===== src/rtl/mkio_word_receiver_if.sv =====
// Line-side and word-side signals of the MKIO word receiver.
// The slave modport is the receiver; the master modport is the transceiver/consumer side.
interface mkio_word_receiver_if;
  logic        rx_p;
  logic        rx_n;
  logic        rx_done;
  logic [15:0] rx_data;
  logic        rx_cd;
  logic        p_error;
  logic        rx_busy;

  modport master (
    output rx_p, rx_n,
    input  rx_done, rx_data, rx_cd, p_error, rx_busy
  );

  modport slave (
    input  rx_p, rx_n,
    output rx_done, rx_data, rx_cd, p_error, rx_busy
  );
endinterface


===== src/rtl/mkio_word_receiver.sv =====
// MIL-STD-1553 Manchester-II word receiver: sync detection, 16 data bits MSB first,
// odd parity, one rx_done pulse per frame with sync type and error flag.
module mkio_word_receiver #(
  parameter int CLKS_PER_BIT = 16,
  parameter int SYNC_MIN     = 20
) (
  input  logic                clk,
  input  logic                reset,
  mkio_word_receiver_if.slave bus
);
  localparam int PW = $clog2(CLKS_PER_BIT);
  localparam logic [1:0]    LVL_HI    = 2'b10;
  localparam logic [1:0]    LVL_LO    = 2'b01;
  localparam logic [7:0]    SYNC_MIN_C = 8'(SYNC_MIN);
  localparam logic [7:0]    SYNC_LAST = 8'((3 * CLKS_PER_BIT) / 2 - 1);
  localparam logic [PW-1:0] PH_A      = PW'(CLKS_PER_BIT / 4);
  localparam logic [PW-1:0] PH_B      = PW'((3 * CLKS_PER_BIT) / 4);
  localparam logic [PW-1:0] PH_LAST   = PW'(CLKS_PER_BIT - 1);

  typedef enum logic [1:0] {IDLE = 2'd0, SYNC2 = 2'd1, DATA = 2'd2} state_e;

  state_e        state_q, state_d;
  logic [1:0]    sync1_q, sync2_q, prev_q;
  logic [7:0]    run_q, run_d;
  logic [7:0]    cnt_q, cnt_d;
  logic [PW-1:0] phase_q, phase_d;
  logic [4:0]    bit_q, bit_d;
  logic [1:0]    samp_a_q, samp_a_d;
  logic [15:0]   shreg_q, shreg_d;
  logic          man_err_q, man_err_d;
  logic          cd_next_q, cd_next_d;
  logic          rx_done_q, rx_done_d;
  logic [15:0]   rx_data_q, rx_data_d;
  logic          rx_cd_q, rx_cd_d;
  logic          p_error_q, p_error_d;
  logic          rx_busy_q, rx_busy_d;

  logic          change_s, valid_s, prev_valid_s, bit_val_s, bit_bad_s;

  // Next-state logic for line tracking, FSM and word assembly
  always_comb begin
    change_s     = (sync2_q != prev_q);
    valid_s      = (sync2_q == LVL_HI) || (sync2_q == LVL_LO);
    prev_valid_s = (prev_q == LVL_HI) || (prev_q == LVL_LO);
    bit_val_s    = (samp_a_q == LVL_HI) && (sync2_q == LVL_LO);
    bit_bad_s    = !(bit_val_s || ((samp_a_q == LVL_LO) && (sync2_q == LVL_HI)));

    if (change_s) begin
      run_d = 8'd1;
    end else if (run_q == 8'd255) begin
      run_d = run_q;
    end else begin
      run_d = run_q + 8'd1;
    end

    state_d   = state_q;
    cnt_d     = cnt_q;
    phase_d   = phase_q;
    bit_d     = bit_q;
    samp_a_d  = samp_a_q;
    shreg_d   = shreg_q;
    man_err_d = man_err_q;
    cd_next_d = cd_next_q;
    rx_done_d = 1'b0;
    rx_data_d = rx_data_q;
    rx_cd_d   = rx_cd_q;
    p_error_d = p_error_q;

    case (state_q)
      IDLE: begin
        // A HI<->LO edge after a long enough first half marks the mid-sync point
        if (change_s && valid_s && prev_valid_s && (run_q >= SYNC_MIN_C)) begin
          state_d   = SYNC2;
          cnt_d     = 8'd1;
          cd_next_d = (prev_q == LVL_LO);
          man_err_d = 1'b0;
          shreg_d   = 16'h0000;
        end else begin
          state_d = IDLE;
        end
      end
      SYNC2: begin
        cnt_d = cnt_q + 8'd1;
        if ((change_s || !valid_s) && (cnt_q < SYNC_MIN_C)) begin
          state_d = IDLE;
        end else if (cnt_q == SYNC_LAST) begin
          state_d = DATA;
          phase_d = '0;
          bit_d   = 5'd0;
        end else begin
          state_d = SYNC2;
        end
      end
      DATA: begin
        if (phase_q == PH_LAST) begin
          phase_d = '0;
          bit_d   = bit_q + 5'd1;
        end else begin
          phase_d = phase_q + PW'(1);
        end
        if (phase_q == PH_A) begin
          samp_a_d = sync2_q;
        end else if (phase_q == PH_B) begin
          man_err_d = man_err_q | bit_bad_s;
          if (bit_q == 5'd16) begin
            state_d   = IDLE;
            rx_done_d = 1'b1;
            rx_data_d = shreg_q;
            rx_cd_d   = cd_next_q;
            p_error_d = man_err_q | bit_bad_s | ~((^shreg_q) ^ bit_val_s);
          end else begin
            shreg_d = {shreg_q[14:0], bit_val_s};
          end
        end else begin
          samp_a_d = samp_a_q;
        end
      end
      default: begin
        state_d = IDLE;
      end
    endcase

    rx_busy_d = (state_d == SYNC2) || (state_d == DATA);
  end

  // State and output registers with asynchronous reset
  always_ff @(posedge clk or posedge reset) begin
    if (reset) begin
      sync1_q   <= 2'b00;
      sync2_q   <= 2'b00;
      prev_q    <= 2'b00;
      run_q     <= 8'd0;
      state_q   <= IDLE;
      cnt_q     <= 8'd0;
      phase_q   <= '0;
      bit_q     <= 5'd0;
      samp_a_q  <= 2'b00;
      shreg_q   <= 16'h0000;
      man_err_q <= 1'b0;
      cd_next_q <= 1'b0;
      rx_done_q <= 1'b0;
      rx_data_q <= 16'h0000;
      rx_cd_q   <= 1'b0;
      p_error_q <= 1'b0;
      rx_busy_q <= 1'b0;
    end else begin
      sync1_q   <= {bus.rx_p, bus.rx_n};
      sync2_q   <= sync1_q;
      prev_q    <= sync2_q;
      run_q     <= run_d;
      state_q   <= state_d;
      cnt_q     <= cnt_d;
      phase_q   <= phase_d;
      bit_q     <= bit_d;
      samp_a_q  <= samp_a_d;
      shreg_q   <= shreg_d;
      man_err_q <= man_err_d;
      cd_next_q <= cd_next_d;
      rx_done_q <= rx_done_d;
      rx_data_q <= rx_data_d;
      rx_cd_q   <= rx_cd_d;
      p_error_q <= p_error_d;
      rx_busy_q <= rx_busy_d;
    end
  end

  assign bus.rx_done = rx_done_q;
  assign bus.rx_data = rx_data_q;
  assign bus.rx_cd   = rx_cd_q;
  assign bus.p_error = p_error_q;
  assign bus.rx_busy = rx_busy_q;
endmodule


===== src/flat_wrapper.sv =====
// flat-port wrapper written by rule: the top's interface ports become plain ports
module mkio_word_receiver_flat 
#(
  parameter int CLKS_PER_BIT = 16,
  parameter int SYNC_MIN     = 20
)
  (clk, reset, bus_rx_p, bus_rx_n, bus_rx_done, bus_rx_data, bus_rx_cd, bus_p_error, bus_rx_busy);
  mkio_word_receiver_if bus_i ();
  input  logic clk;
  input  logic reset;
  input wire logic [$bits(bus_i.rx_p)-1:0] bus_rx_p;
  input wire logic [$bits(bus_i.rx_n)-1:0] bus_rx_n;
  output wire logic [$bits(bus_i.rx_done)-1:0] bus_rx_done;
  output wire logic [$bits(bus_i.rx_data)-1:0] bus_rx_data;
  output wire logic [$bits(bus_i.rx_cd)-1:0] bus_rx_cd;
  output wire logic [$bits(bus_i.p_error)-1:0] bus_p_error;
  output wire logic [$bits(bus_i.rx_busy)-1:0] bus_rx_busy;
  assign bus_i.rx_p = bus_rx_p;
  assign bus_i.rx_n = bus_rx_n;
  assign bus_rx_done = bus_i.rx_done;
  assign bus_rx_data = bus_i.rx_data;
  assign bus_rx_cd = bus_i.rx_cd;
  assign bus_p_error = bus_i.p_error;
  assign bus_rx_busy = bus_i.rx_busy;
  mkio_word_receiver #(.CLKS_PER_BIT(CLKS_PER_BIT), .SYNC_MIN(SYNC_MIN)) u_core (.clk(clk), .reset(reset), .bus(bus_i));
endmodule

===== config.mk =====
export PLATFORM = sky130hd
export DESIGN_NAME = mkio_word_receiver_flat
export DESIGN_NICKNAME = d
export VERILOG_FILES = /design/src/rtl/mkio_word_receiver_if.sv /design/src/rtl/mkio_word_receiver.sv /design/src/flat_wrapper.sv
export SDC_FILE = /design/constraint.sdc
export NUM_CORES = 1
export LEC_CHECK = 0
export ABC_AREA = 1
export BUFFER_PORTS_ARGS = -buffer_cell sky130_fd_sc_hd__buf_2
export CORE_MARGIN = 5
export CORE_UTILIZATION = 43
export CTS_CLUSTER_DIAMETER = 60
export DETAILED_ROUTE_END_ITERATION = 6
export SYNTH_ARGS = -nofsm -noshare
export SYNTH_HDL_FRONTEND = slang
export SYNTH_SLANG_ARGS = --single-unit

===== constraint.sdc =====
create_clock -name clk -period 2 [get_ports clk]
set_input_delay 0.1 -clock clk [delete_from_list [all_inputs] [get_ports clk]]
set_output_delay 0.1 -clock clk [all_outputs]
set_load 0.005 [all_outputs]

* Word level (Yosys, flattened, before mapping)
Cells that the tools add are included.
** Operators by class
- $add $sub $neg :: 4
- $lt $le $gt $ge :: 2
- Eq/ne operators :: 25
- Muxes and demuxes :: 32
- Bitwise operators :: 5
- Reduce and logical (&&, ||, !) cells :: 26
** Operators by type and width (count)
- 2-to-1 mux 16 bit :: 4
- one-hot mux 16 bit (2 select lines) :: 1
- 2-to-1 mux 8 bit :: 3
- adder 8 x 1 -> 8 bit (second input constant) :: 2
- one-hot mux 8 bit (2 select lines) :: 1
- XOR reduction 16 bit :: 1
- 2-to-1 mux 5 bit :: 3
- 2-to-1 mux 4 bit :: 3
- AND reduction 4 bit :: 3
- == test 2 x 1 -> 1 bit (second input constant) :: 5
- == test 2 bit (second input constant) :: 5
- 2-to-1 mux 2 bit :: 5
- inequality test 2 x 1 -> 1 bit (second input constant) :: 5
- one-hot mux 5 bit (2 select lines) :: 1
- == test 4 bit (second input constant) :: 2
- == test 8 x 5 -> 1 bit (second input constant) :: 1
- == test 8 bit (second input constant) :: 1
- greater-or-equal comparator 8 x 5 -> 1 bit (second input constant) :: 1
- < comparator 8 x 5 -> 1 bit (second input constant) :: 1
- 2-to-1 mux 1 bit :: 8
- one-hot mux 4 bit (2 select lines) :: 1
- logical AND 1 bit :: 6
- inequality test 2 bit (second input constant) :: 3
- one-hot mux 2 bit (3 select lines) :: 1
- 16 further kinds :: 27
** Storage, ports and cells
- Bits in registers :: 73
- Input port bits :: 4
- Output and inout port bits :: 20
- Word-level logic and storage cells :: 111

* Depth between registers and ports, before layout
- Depth after elaboration :: 9
- Gate-level depth with buffers :: 13
- Mapped depth without buffers :: 13

* Worst setup path after synthesis
Ideal clock, no wire load.
- Kind :: register to register
- From :: reg u_core.sync2_q[0]
- To :: reg u_core.shreg_q[0]
- Library setup time :: 0.118 ns
- Arrival :: 1.631 ns
- Slack :: 0.252 ns
- Cell stages (with the launch flop) :: 11
- Buffers on the path :: 1
- Clock period less this slack :: 1.748 ns
- Path through :: dfrtp_1 -> inv_1 -> ha_1 -> nor3b_4 -> nand3_4 -> o21ai_2 -> and2_4 -> nand2_4 -> buf_6 -> nand2_1 -> o21ai_2
** Between the ends
- Longest elaborated chain between the ends :: 7
- Elaborated cells between the ends (all ways) :: 14
- Those cells by class :: eq/ne (4); mux (4); reduce/logical (6)
** RTL lines
- start: declaration :: RTL line mkio_word_receiver.sv:23 : logic [1:0] sync1_q, sync2_q, prev_q;
- start signal: assignment :: RTL line mkio_word_receiver.sv:148 : sync2_q <= sync1_q;
- == test 2 bit / == test 2 x 1 -> 1 bit (equally long branches) :: RTL line mkio_word_receiver.sv:43, mkio_word_receiver.sv:45
- logical OR 1 bit :: RTL line mkio_word_receiver.sv:43 : valid_s = (sync2_q == LVL_HI) || (sync2_q == LVL_LO);
- logical AND 1 bit (3 in series) :: RTL line mkio_word_receiver.sv:72 : if (change_s && valid_s && prev_valid_s && (run_q >= SYNC_MIN_C)) begin
- inequality test 2 x 1 -> 1 bit (no source line)
- AND reduction 5 bit (no source line)
- end signal: assignment :: RTL line mkio_word_receiver.sv:156 : shreg_q <= shreg_d;
- end: declaration :: RTL line mkio_word_receiver.sv:29 : logic [15:0] shreg_q, shreg_d;
Parallel ways exist; a longest one is shown, timed or not. The select of a mux whose other input is x is not followed.
A chain may end at the register's enable or synchronous reset.

* Final worst setup path
- From :: reg u_core.sync2_q[1]
- To :: reg u_core.shreg_q[8]
** Between the ends
- Longest elaborated chain between the ends :: 7
- Elaborated cells between the ends (all ways) :: 9
- Those cells by class :: eq/ne (4); reduce/logical (5)
** RTL lines (RTL line)
- == test 2 bit / == test 2 x 1 -> 1 bit (equally long branches) :: mkio_word_receiver.sv:43
- logical OR 1 bit :: mkio_word_receiver.sv:43
- logical AND 1 bit * (3 in series) :: mkio_word_receiver.sv:72
- inequality test 2 x 1 -> 1 bit (no source line) *
- AND reduction 5 bit (no source line) *
Every way passes the cells marked *; elsewhere a longest branch is shown, timed or not.

==> summary.txt <==
Outcome: finished clean
Total Wirelength: 6.94 mm
CP Data Required Time: 2.23 ns
Hold Fails Final Rpt: 0
Initial antenna violation count: 0
First-pass iteration count of the detailed router: 5
CP startpoint kind: flop
YS warnings: 0
Pwr dens: 703 mW/mm^2
Seq/Total Area, Yosys: 48.2%
Worst IR drop on VDD: 0.373 mV
Post-Route Setup TNS: 0 ns
Via density: 4.79
Nets: 507
Combinational power share: 2.8%
Share of cells above drive strength 1: 15.6%
Post-route clock period utilization: 91.9%
Layout Skew: 0.0113 ns
Sw Pwr: 0.607 mW
Mapped Area: 0.00379 mm^2
Global-route wire length before repair: 12.5 mm
Overflow after GRT: 0
Average size of a mapped cell: 8.32 um^2
RSZ-0062 raised after global routing: false
CP Class: reg2reg
CTS HTree Levels: 3
Diode count: 0
Clock latency on the worst-skew pair: 0.35 ns
HPWL after DPL: 4.89 mm
Initial core utilization: 43.9%
Worst Max-Slew Pin Slew: 0.401 ns
Layout area overhead: 14.6%
Hold Slack: 0.357 ns
Die Span X: 104 um
GPL Wtd Cong: 0.810
Drt drc: 0
MaxCap Viol Count: 0
Clock buffer depth: 2
Most used cell, CP: o21ai_2
Core area: 0.00864 mm^2
Slack of the critical path: 0.162 ns
Number of I/O pins: 24
Count of final max-slew check failures: 0
Syn_nets: 473
Wire per inst: 11.5 um
Min-delay worst type: reg2reg
Crit path DAT: 2.07 ns
Largest net degree at the start of global routing: 74
#FFs+latches synth: 73
CTS tree: built
Vias in the first global route: 2759
Clock sink total: 73
Endpoint class of the critical path: flop
Sequential share of power: 49.0%
Clock share of power: 48.3%
Clock root buffer: clkbuf_8
Most frequent cells in the layout: nand2_1 (136), dfrtp_1 (73), inv_1 (60), o21ai_0 (46), nand3_1 (30)
DRT antenna net count: 0
Sw Share: 19.9%
DP Worst Slack: 0.0803 ns
Number of port buffers: 23
CP max FO: 32
Worst path max stage delay: 0.42 ns
DIE AREA: 0.0108 mm^2
Core Util, Final: 50.3%
CP cell instances: ha_1, nor3b_4, nand3_4, o21ai_2, and2_4, nand2_8, nand2_1, o21ai_2
Commonest non-fill, non-tap cell in the layout: nand2_1
Worst path bufs/invs: 0
Reg clk slew, reported paths: 0.07 ns
Slowest cell on crit path: dfrtp_1
Top delay family on crit path: simple AND/OR/NAND/NOR gates
Mapped Cells: 455
Fmax achieved: 0.544 GHz
Die Span Y: 104 um
Inserted Clock Buffers: 9
Routed via count: 2882
Worst slew margin: 73.0%
P_leak: 2.15 nW
Tmin final: 1.84 ns
Final setup fails: 0
Pint: 2.44 mW
Overall Global Routing Usage: 13.9%
Yosys cell types: 32
FP Rows: 34
DRT iter0 DRCs: 121
[through the flow]
step	power (mW)	cell area (um^2)	instances
3_5_place_dp	1.61	4040	583
5_1_grt	3.18	4340	602
2_1_floorplan	1.58	3790	455
6_report	3.05	4340	602
4_1_cts	3.10	4330	602
3_3_place_gp	1.60	4040	583
[worst reg2reg max path, delay by kind of cell (launching register included)]
| kind | cells | cell delay, ns |
|---|---|---|
| DFF | 1 | 0.42 |
| and+or+nand+nor | 5 | 0.83 |
| AOI/OAI and AO/OA | 2 | 0.12 |
| adders and majority gates | 1 | 0.34 |
[Yosys cell counts]
cell type	count	share of area (%)
nand3_1	30	4.0
nor3_4	1	0.43
nand4_1	8	1.3
nor3_1	6	0.79
nand2_2	1	0.17
and2_4	1	0.23
a211oi_1	1	0.20
a31oi_1	2	0.33
buf_1	1	0.099
nor3b_4	1	0.50
xor2_1	7	1.6
nand2_1	136	13
nor2_1	14	1.4
inv_2	1	0.099
o21ai_2	18	4.2
buf_6	3	0.89
ha_1	14	4.6
inv_1	61	6.0
nand3_4	1	0.46
nor3b_1	2	0.40
mux2_2	1	0.30
nand2_4	1	0.30
or2_2	2	0.33
o21ai_1	3	0.40
o21ai_0	46	6.1
xnor2_1	4	0.92
buf_2	5	0.66
clkbuf_1	2	0.20
a21oi_1	7	0.92
a22oi_1	1	0.20
nor3_2	1	0.26
dfrtp_1	73	48
[layout make-up]
cell class | count | area (um^2)
Fill cell | 828 | 4290
Clock buffer | 12 | 165
Tap cell | 108 | 135
Sequential cell | 73 | 1830
Timing Repair Buffer | 34 | 218
Clock inverter | 4 | 97.6
Multi-Input combinational cell | 309 | 1670
Inverter | 62 | 233
[kinds of logic (layout without fill, tap and decap cells)]
logic type | after synthesis | after routing | share of synthesized area, %
simple gates | 205 | 205 | 24.0
compound gates | 78 | 78 | 12.3
flops | 73 | 73 | 48.2
buf+inv | 73 | 112 | 7.99
fa+ha+maj | 14 | 14 | 4.63
xor+xnor | 11 | 11 | 2.54
mux | 1 | 1 | 0.297
[per-layer routing]
metal,part of all wire (%),GRT usage (%)
met5,0,0
met4,1.8,6.11
met3,3.2,3.17
met2,43,20.5
met1,52,19.5
[timing repair]
item                                    4_1_cts  5_1_grt
buffers inserted                              0        0
gates resized for setup                       0        1
hold buffers                                  3        0
endpoints found under the setup margin        0       19
hold endpoints to repair                     75        0
[registers in the layout (all words and copies together) (netlist names)]
name / flops
u_core.sync1_q: 2
u_core.run_q: 8
u_core.bit_q: 5
u_core.state_q: 2
u_core.sync2_q: 2
u_core.prev_q: 2
u_core.phase_q: 4
u_core.bus.rx_data: 16
u_core.samp_a_q: 2
u_core.cd_next_q: 1
u_core.bus.p_error: 1
u_core.bus.rx_done: 1
u_core.cnt_q: 8
u_core.man_err_q: 1
u_core.bus.rx_busy: 1
u_core.shreg_q: 16
u_core.bus.rx_cd: 1
[power by group through the flow]
stage	combinational [mW]	sequential, mW	clock, mW
after floorplan	0.0559	1.52	0
after global placement	0.0814	1.52	0
after detailed placement	0.0830	1.52	0
after CTS	0.0872	1.49	1.52
after global routing	0.0983	1.49	1.59
final	0.0840	1.49	1.47
[worst paths after layout]
path                                        start                endpoint  slack [ns]  depth (start not counted)
worst max-delay path            u_core.sync2_q[1]       u_core.shreg_q[8]        0.16                          8
worst min-delay path            u_core.sync1_q[0]       u_core.sync2_q[0]        0.36                          0
worst max register to register  u_core.sync2_q[1]       u_core.shreg_q[8]        0.16                          8
worst min register to register  u_core.sync1_q[0]       u_core.sync2_q[0]        0.36                          0
max in group asynchronous                   reset   u_core.bus.rx_data[7]        1.32                          4
min in group asynchronous                   reset  u_core.bus.rx_data[11]        0.37                          4
Note: power is estimated with default switching activity, not from simulation.
